### config.mk
export PLATFORM = sky130hd
export DESIGN_NAME = pb_scanner
export DESIGN_NICKNAME = d
export VERILOG_FILES = /design/src/rtl/pb_scanner.sv
export SDC_FILE = /design/constraint.sdc
export NUM_CORES = 1
export LEC_CHECK = 0
export ABC_AREA = 1
export BUFFER_PORTS_ARGS = -buffer_cell sky130_fd_sc_hd__buf_2
export CAP_MARGIN = 20
export CORE_UTILIZATION = 43
export CTS_CLUSTER_SIZE = 14
export DETAILED_ROUTE_END_ITERATION = 12
export PLACE_DENSITY = 0.72
export SLEW_MARGIN = 20
export SYNTH_ARGS = -nofsm -noshare
export SYNTH_HDL_FRONTEND = slang
export SYNTH_SLANG_ARGS = --single-unit
### constraint.sdc
create_clock -name hz100 -period 2 [get_ports hz100]
set_input_delay 0.3 -clock hz100 [delete_from_list [all_inputs] [get_ports hz100]]
set_output_delay 0.3 -clock hz100 [all_outputs]
set_load 0.03 [all_outputs]
### src/rtl/pb_scanner.sv
// +---------------------------------------------------------------------------+
// | pb_scanner: debounced 16-button scanner with press strobe and counter.    |
// | Optional auto-repeat via `define PB_SCANNER_AUTOREPEAT_EN. Rev 1.0        |
// +---------------------------------------------------------------------------+
`default_nettype none

module pb_scanner #(
  parameter int DEBOUNCE_TICKS = 5,
  parameter int REPEAT_TICKS   = 25
) (
  input  logic        hz100,
  input  logic        reset,
  input  logic [15:0] pb,
  output logic [3:0]  code,
  output logic        strobe,
  output logic        valid,
  output logic [15:0] level,
  output logic [7:0]  count
);

  localparam logic [1:0] c_idle     = 2'd0;
  localparam logic [1:0] c_debounce = 2'd1;
  localparam logic [1:0] c_held     = 2'd2;
  localparam logic [1:0] c_release  = 2'd3;

  localparam logic [7:0] c_db_last = 8'(DEBOUNCE_TICKS - 1);

  if (DEBOUNCE_TICKS < 2 || DEBOUNCE_TICKS > 255) begin : g_bad_debounce
    $error("pb_scanner: DEBOUNCE_TICKS must be in 2..255");
  end

  if (REPEAT_TICKS < 2 || REPEAT_TICKS > 255) begin : g_bad_repeat
    $error("pb_scanner: REPEAT_TICKS must be in 2..255");
  end

  logic [15:0] r_sync1;
  logic [15:0] r_spb;
  logic [1:0]  r_state;
  logic [7:0]  r_tick;
  logic [3:0]  w_cand;
  logic        w_any;
  logic        w_rep_fire;

  always_ff @(posedge hz100 or negedge reset) begin
    if (!reset) begin
      r_sync1 <= 16'd0;
      r_spb   <= 16'd0;
    end else begin
      r_sync1 <= pb;
      r_spb   <= r_sync1;
    end
  end

  // Later iterations overwrite earlier ones, so the highest set index wins.
  always_comb begin
    w_cand = 4'd0;
    for (int i = 0; i < 16; i++) begin
      if (r_spb[i]) w_cand = 4'(i);
    end
  end

  assign w_any = |r_spb;

  always_ff @(posedge hz100 or negedge reset) begin
    if (!reset) begin
      r_state <= c_idle;
      r_tick  <= 8'd0;
      code    <= 4'd0;
      strobe  <= 1'b0;
      count   <= 8'd0;
    end else begin
      strobe <= 1'b0;
      case (r_state)
        c_idle: begin
          if (w_any) begin
            code    <= w_cand;
            r_tick  <= 8'd0;
            r_state <= c_debounce;
          end
        end
        c_debounce: begin
          if (!w_any || (w_cand != code)) begin
            r_state <= c_idle;
          end else if (r_tick == c_db_last) begin
            r_state <= c_held;
            strobe  <= 1'b1;
            count   <= count + 8'd1;
          end else begin
            r_tick <= r_tick + 8'd1;
          end
        end
        c_held: begin
          // code stays locked here; extra or changed buttons are ignored
          if (!w_any) begin
            r_tick  <= 8'd0;
            r_state <= c_release;
          end else if (w_rep_fire) begin
            strobe <= 1'b1;
            count  <= count + 8'd1;
          end
        end
        c_release: begin
          if (w_any) begin
            r_state <= c_held;
          end else if (r_tick == c_db_last) begin
            r_state <= c_idle;
          end else begin
            r_tick <= r_tick + 8'd1;
          end
        end
        default: r_state <= c_idle;
      endcase
    end
  end

`ifdef PB_SCANNER_AUTOREPEAT_EN
  localparam logic [7:0] c_rep_last = 8'(REPEAT_TICKS - 1);

  logic [7:0] r_rep;

  // Held-cycle count survives RELEASE (cleared on entry) so a bounce back to
  // HELD continues from zero rather than restarting a fresh qualification.
  always_ff @(posedge hz100 or negedge reset) begin
    if (!reset) begin
      r_rep <= 8'd0;
    end else if (r_state == c_held && w_any && r_rep != c_rep_last) begin
      r_rep <= r_rep + 8'd1;
    end else if (r_state != c_release) begin
      r_rep <= 8'd0;
    end
  end

  assign w_rep_fire = (r_state == c_held) && w_any && (r_rep == c_rep_last);
`else
  assign w_rep_fire = 1'b0;
`endif

  assign valid = (r_state == c_held) || (r_state == c_release);
  assign level = valid ? (16'd1 << code) : 16'd0;

endmodule

`default_nettype wire

==> out/metrics.yaml, run 1 <==
worst_slack_ns: 0.00171
path_clk_slew_ns: 0.11
yosysSeqAreaShare_pct: 53.1
routed_via_density: 4.62
crit_path_max_incr_delay_ns: 0.41
start_util_pct: 46.0
grt_max_degree: 56
grt_pass1_vias: 1749
route.met2.wl_mm: 2.29
cts_tree: "built"
yosysTopAreaCellShare_pct: 53.1
post-place-ws_ns: 0.0484
cp_max_fo: 6
io_buffers: 47
dr.max_layer_used: "met4"
yosys.area.top_type: "dfrtp_1"
antenna_found_initial: 0
gp_congestion: 0.771
syn_area_sq_um: 2590
routed_wl_mm: 4.70
hold_path.class: "input pin to asynchronous set/reset pin"
skew_ns: 0.00914
dr.pass1.iters: 4
syn2layout_area_growth_pct: 21.9
endpoint_kind: "register"
synth_area_per_cell_sq_um: 9.10
fmax_mhz: 500
place_inst: 403
grt-ovfl-total: 0
crit_path_cell_trace: "nor2_2, nand3_2, nand3_1, nand2_2, xor2_2, nand4_1, nor2_2, nand2_2, nor2_4, nand3_4, clkbuf_16, nand2_2, nand2_1"
cp.required_ns: 2.22
routedWlPerCell_microns: 11.3
slowest_stage: "dfrtp_1"
finalCritPeriodShare_pct: 99.9
synthDistinctLibCells: 32
yosys_warnings: 0
ys_top_cells_by_area: "dfrtp_1 53%, nand2_1 8.1%, inv_1 5.4%"
maxCapViolCount: 0
netlist_top_cells_count: "56 x nand2_1, 55 x dfrtp_1, 37 x inv_1"
power_density_nw_per_um2: 1080
max_slew.worst_pin.slew_ns: 0.665
period_needed_ns: 2.00
diodes: 0
cts_buffer_depth: 2
detail_route.iter0.violations: 55
cts-root-buf: "clkbuf_8"
start_kind: "register"
status: "completed"
fill_cells: 494
die_x_microns: 79.6
syn_nets: 306
synthFlopType: "dfrtp_1"
io-pin-count: 48
cts_hold_buf: 0
ys_async_sr_fraction_pct: 100
dieArea_sq_um: 6340
drc: 0
crit_path_frequent_cell: "nand2_2"
dp_hpwl_mm: 3.15
synth_edf_count: 0
worst_skew_pair.late_latency_ns: 0.32
p_leak_uw: 0.00156
crit_type: "register to register"
grt_usage_pct: 15.8
ys_ff_latch: 55
via_count: 1927
rsz0062_at_grt: "yes"
yosys.cell_count.top_type: "nand2_1"
finalMaxSlewViolations: 0
wl_met1_mm: 2.13
antenna_left: 0
fin_cells: 417
maxSlewHeadroom_pct: 55.6
ir_drop_v: 0.000623
grt_pass1_wl_mm: 7.73
coreArea_sq_um: 5640
row_count: 27
h-tree-depth: 2
hold_viol: 0
finalSetupViolations: 0
drive_gt1_share_pct: 35.9
finalPower_uw: 3400
fin_util_pct: 56.0
worst-path-buf-inv: 1
dieHeight_microns: 79.6
cts_made_buffers: 5
cts_sinks: 55
crit_family: "simple AND/OR/NAND/NOR gates"
arrival_ns: 2.22
routed-wl-met3_microns: 193
fin_nets: 365
syn_inst: 285
layout by cell type (no fill, tap or decap), drive strengths merged:
cell type	count
nand4	3
nor4	3
a21oi	1
a211oi	1
clkbuf	6
clkinv	4
nand3	24
nand2	73
xor2	5
or2	1
dfrtp	55
a211o	1
nor2	41
xnor2	4
buf	56
ha	3
inv	44
nor3	2
o21ai	18
per-stage QoR:
step                      TNS [ns]  hold slack [ns]  area [sq um]
after global placement           0            0.333          2920
after floorplan                  0          0.00441          2590
after CTS                        0           0.0635          3020
final                            0           0.0774          3160
after global routing         -2.27           0.0551          3160
after detailed placement         0            0.335          2920
layer usage:
layer | vias to the layer above | GRT usage, %
li1 | 994 | -
met1 | 879 | 20.5
met2 | 46 | 25.1
met3 | 8 | 3.54
met4 | 0 | 7.27
met5 | - | 0
cell type report:
cell class / count / area [sq um] / share of cell area, %
flip-flops and latches: 55 / 1380 / 43.5
multi-input cells: 180 / 1080 / 34.1
repair buffers: 57 / 340 / 10.8
inverters: 45 / 174 / 5.50
well taps: 72 / 90.1 / 2.85
clock buffers: 5 / 68.8 / 2.18
clock inverters: 3 / 33.8 / 1.07
report_power, final:
group,internal (uW),switching (uW)
clock network,264,393
logic,432,906
registers,1240,166
total,1940,1470
final timing paths:
path | start | end | slack (ns) | cells past startpoint
worst max-delay path | r_spb[6] | count[1] | 0.002 | 13
worst min-delay path | reset | r_sync1[2] | 0.08 | 2
worst max register to register | r_spb[6] | count[1] | 0.002 | 13
worst min register to register | r_sync1[6] | r_spb[6] | 0.36 | 0
max in group asynchronous | reset | r_state[1] | 1.47 | 2
min in group hz100 | pb[11] | r_sync1[11] | 0.08 | 1
worst reg2reg max path, delay by kind of cell, from the launching register on:
family,cells,cell delay (ns)
simple gates,11,1.17
flops,1,0.41
buf+inv,1,0.20
xor+xnor,1,0.12
state kept, by name, summed over array words and instances, names as in the netlist:
name and flops:
r_sync1 16, code 4, count 8, r_state 2
r_spb 16, strobe 1, r_tick 8
kinds of logic after synthesis:
logic type / after synthesis / synth area share (%)
AO/OA/AOI/OAI: 21 / 6.37
AND/OR/NAND/NOR: 146 / 27.4
adder cells (fa/ha/maj): 3 / 1.45
XOR/XNOR: 9 / 3.33
flip-flops: 55 / 53.1
buffers and inverters: 51 / 8.40
what timing repair did:
item,4_1_cts,5_1_grt
resized for setup,0,18
buffers inserted,0,4
endpoints found under the setup margin,0,18
Power figures use the tool's default switching activity.
==> inputs of run 2 (changes only) <==
==> constraint.sdc (replaced) <==
create_clock -name hz100 -period 2 [get_ports hz100]
set_input_delay 0.2 -clock hz100 [delete_from_list [all_inputs] [get_ports hz100]]
set_output_delay 0.2 -clock hz100 [all_outputs]
set_load 0.03 [all_outputs]
==> out/metrics.yaml, run 2 (synthesized netlist as in run 1, its figures left out) <==
status: "completed"
finalCritPeriodShare_pct: 97.4  # -2.5 points
io_buffers: 47  # unchanged
antenna_found_initial: 0  # unchanged
max_slew.worst_pin.slew_ns: 0.471  # -0.195 ns
finalMaxSlewViolations: 0  # unchanged
power.internal_uw: 2030  # +4.6%
finalSetupViolations: 0  # unchanged
worst_skew_pair.late_latency_ns: 0.31  # about the same
drc: 0  # unchanged
maxSlewHeadroom_pct: 68.4  # +13 points
die_x_microns: 79.6  # unchanged
grt_pass1_wl_mm: 7.73  # unchanged
p_comb_share_pct: 36.2  # -3.1 points
cp.required_ns: 2.21  # about the same
dieHeight_microns: 79.6  # unchanged
drive_gt1_share_pct: 32.9  # -3.1 points
diodes: 0  # unchanged
io-pin-count: 48  # unchanged
hold_path.class: "input pin to asynchronous set/reset pin"
seqPwrFrac_pct: 41.4  # about the same
h-tree-depth: 2  # unchanged
cts-root-buf: "clkbuf_8"
start_kind: "register"
crit_path_frequent_cell: "nand2_1"
dr.pass1.iters: 4  # unchanged
fmax_mhz: 514  # +2.6%
dp_hpwl_mm: 3.30  # +4.8%
fin_util_pct: 58.3  # +2.3 points
power_density_nw_per_um2: 1040  # -3.6%
syn2layout_area_growth_pct: 26.9
routed_wl_mm: 4.57  # -2.9%
switching_power_uw: 1390  # -5.1%
grt_pass1_vias: 1789  # +2.3%
start_util_pct: 46.0  # unchanged
maxCapViolCount: 0  # unchanged
antenna_left: 0  # unchanged
grt_max_degree: 24  # -57%
fin_nets: 379  # +3.8%
cp_max_fo: 6  # unchanged
swShare_pct: 40.7  # -2.4 points
hold_viol: 0  # unchanged
finalPower_uw: 3420  # +0.42%
top_regs: "r_spb: 16 flops, r_sync1: 16 flops"
cts_sinks: 55  # unchanged
clkPwrFrac_pct: 22.5  # +3.2 points
endpoint_kind: "register"
p_leak_uw: 0.00162  # +3.9%
period_needed_ns: 1.95  # -0.0510 ns
mostFrequentLayoutCells: "55 x dfrtp_1, 54 x nand2_1, 47 x buf_2, 35 x inv_1, 33 x nor2_1"
gp_congestion: 0.792  # +2.8%
routed_via_density: 4.59  # -0.69%
grt-ovfl-total: 0  # unchanged
crit_path_max_incr_delay_ns: 0.42  # about the same
final_common_cell: "dfrtp_1"
cts_buffer_depth: 2  # unchanged
detail_route.iter0.violations: 52  # -5.5%
coreArea_sq_um: 5640  # unchanged
row_count: 27  # unchanged
crit_path_cell_trace: "nor2_2, o21ai_2, nand2_1, nand2_1, nand2_1, nand2_1, nor2_2, nor2_1, nor2_2, nand2_2, nor2_4, nand3_4, clkbuf_16, nand2_2, nand2_1"
rsz0062_at_grt: "yes"
dieArea_sq_um: 6340  # unchanged
arrival_ns: 2.16  # -0.06 ns
path_clk_slew_ns: 0.11  # about the same
ir_drop_v: 0.000673  # +8.0%
slowest_stage: "dfrtp_1"
routedWlPerCell_microns: 10.6  # -6.0%
grt_usage_pct: 15.8  # unchanged
cts_made_buffers: 5  # unchanged
via_count: 1978  # +2.6%
crit_type: "register to register"
cts_tree: "built"
skew_ns: 0.0125  # +0.00338 ns
[run 2: changes by cell type in the layout (fill, tap and decap cells not counted), moves of 2 or more]
cell	change
inv_2	+2
dlygate4sd3_1	+17
nand2_2	-3
nand2_1	+5
nand2_4	-2
buf_4	-2
[run 2: area by class of cell]
cell class / count / area, sq um
clock buffers: 5 / 68.8
clock inverters: 3 / 50.0
fillers: 482 / 2350
inverters: 45 / 171
multi-input cells: 179 / 1040
flip-flops and latches: 55 / 1380
well taps: 72 / 90.1
repair buffers: 72 / 495
[run 2: worst paths after layout]
path | start | endpoint | slack, ns | cells past startpoint
max | r_spb[7] | count[3] | 0.05 | 15
min | reset | r_sync1[3] | 0.35 | 2
max reg2reg | r_spb[7] | count[3] | 0.05 | 15
min reg2reg | r_sync1[15] | r_spb[15] | 0.35 | 0
max in group asynchronous | reset | count[3] | 1.05 | 3
min in group hz100 | r_sync1[15] | r_spb[15] | 0.35 | 0
[run 2: timing repair]
| action | 4_1_cts | 5_1_grt |
|---|---|---|
| setup buffers | 0 | 1 |
| endpoints found under the hold margin | 30 | 1 |
| setup endpoints to repair | 0 | 16 |
| gates resized for setup | 0 | 11 |
| hold buffers | 16 | 1 |
[run 2: critical path: cells and delay by family, from the launching register on]
| family | cells | cell delay [ns] |
|---|---|---|
| compound gates | 1 | 0.07 |
| buf+inv | 1 | 0.20 |
| flops | 1 | 0.42 |
| simple gates | 13 | 1.18 |
[run 2: power by group through the flow]
| stage | clock network, uW | registers [uW] | logic (uW) |
|---|---|---|---|
| after floorplan | 0 | 1470 | 869 |
| after global placement | 0 | 1430 | 1140 |
| after detailed placement | 0 | 1430 | 1150 |
| after CTS | 787 | 1410 | 1180 |
| after global routing | 831 | 1440 | 1380 |
| final | 768 | 1410 | 1240 |
[run 2: layer usage]
| layer | global-route usage [%] | routed length, microns | share of wire (%) | vias up |
|---|---|---|---|---|
| met4 | 6.18 | 46 | 1.0 | 0 |
| met5 | 0 | 0 | 0 | - |
| li1 | - | - | - | 1020 |
| met2 | 26.8 | 2210 | 48 | 47 |
| met1 | 19.7 | 2130 | 47 | 907 |
| met3 | 3.20 | 176 | 3.9 | 4 |
[run 2: through the flow]
stage          setup slack, ns  hold WS (ns)  TNS [ns]  std cells  area, sq um
4_1_cts                 0.0165       0.00361         0        428         3210
3_5_place_dp            0.0816         0.130         0        404         2930
3_3_place_gp             0.109         0.125         0        404         2930
2_1_floorplan            0.216       -0.0956         0        285         2590
5_1_grt                 -0.107         0.357    -0.973        431         3290
6_report                0.0527         0.351         0        431         3290
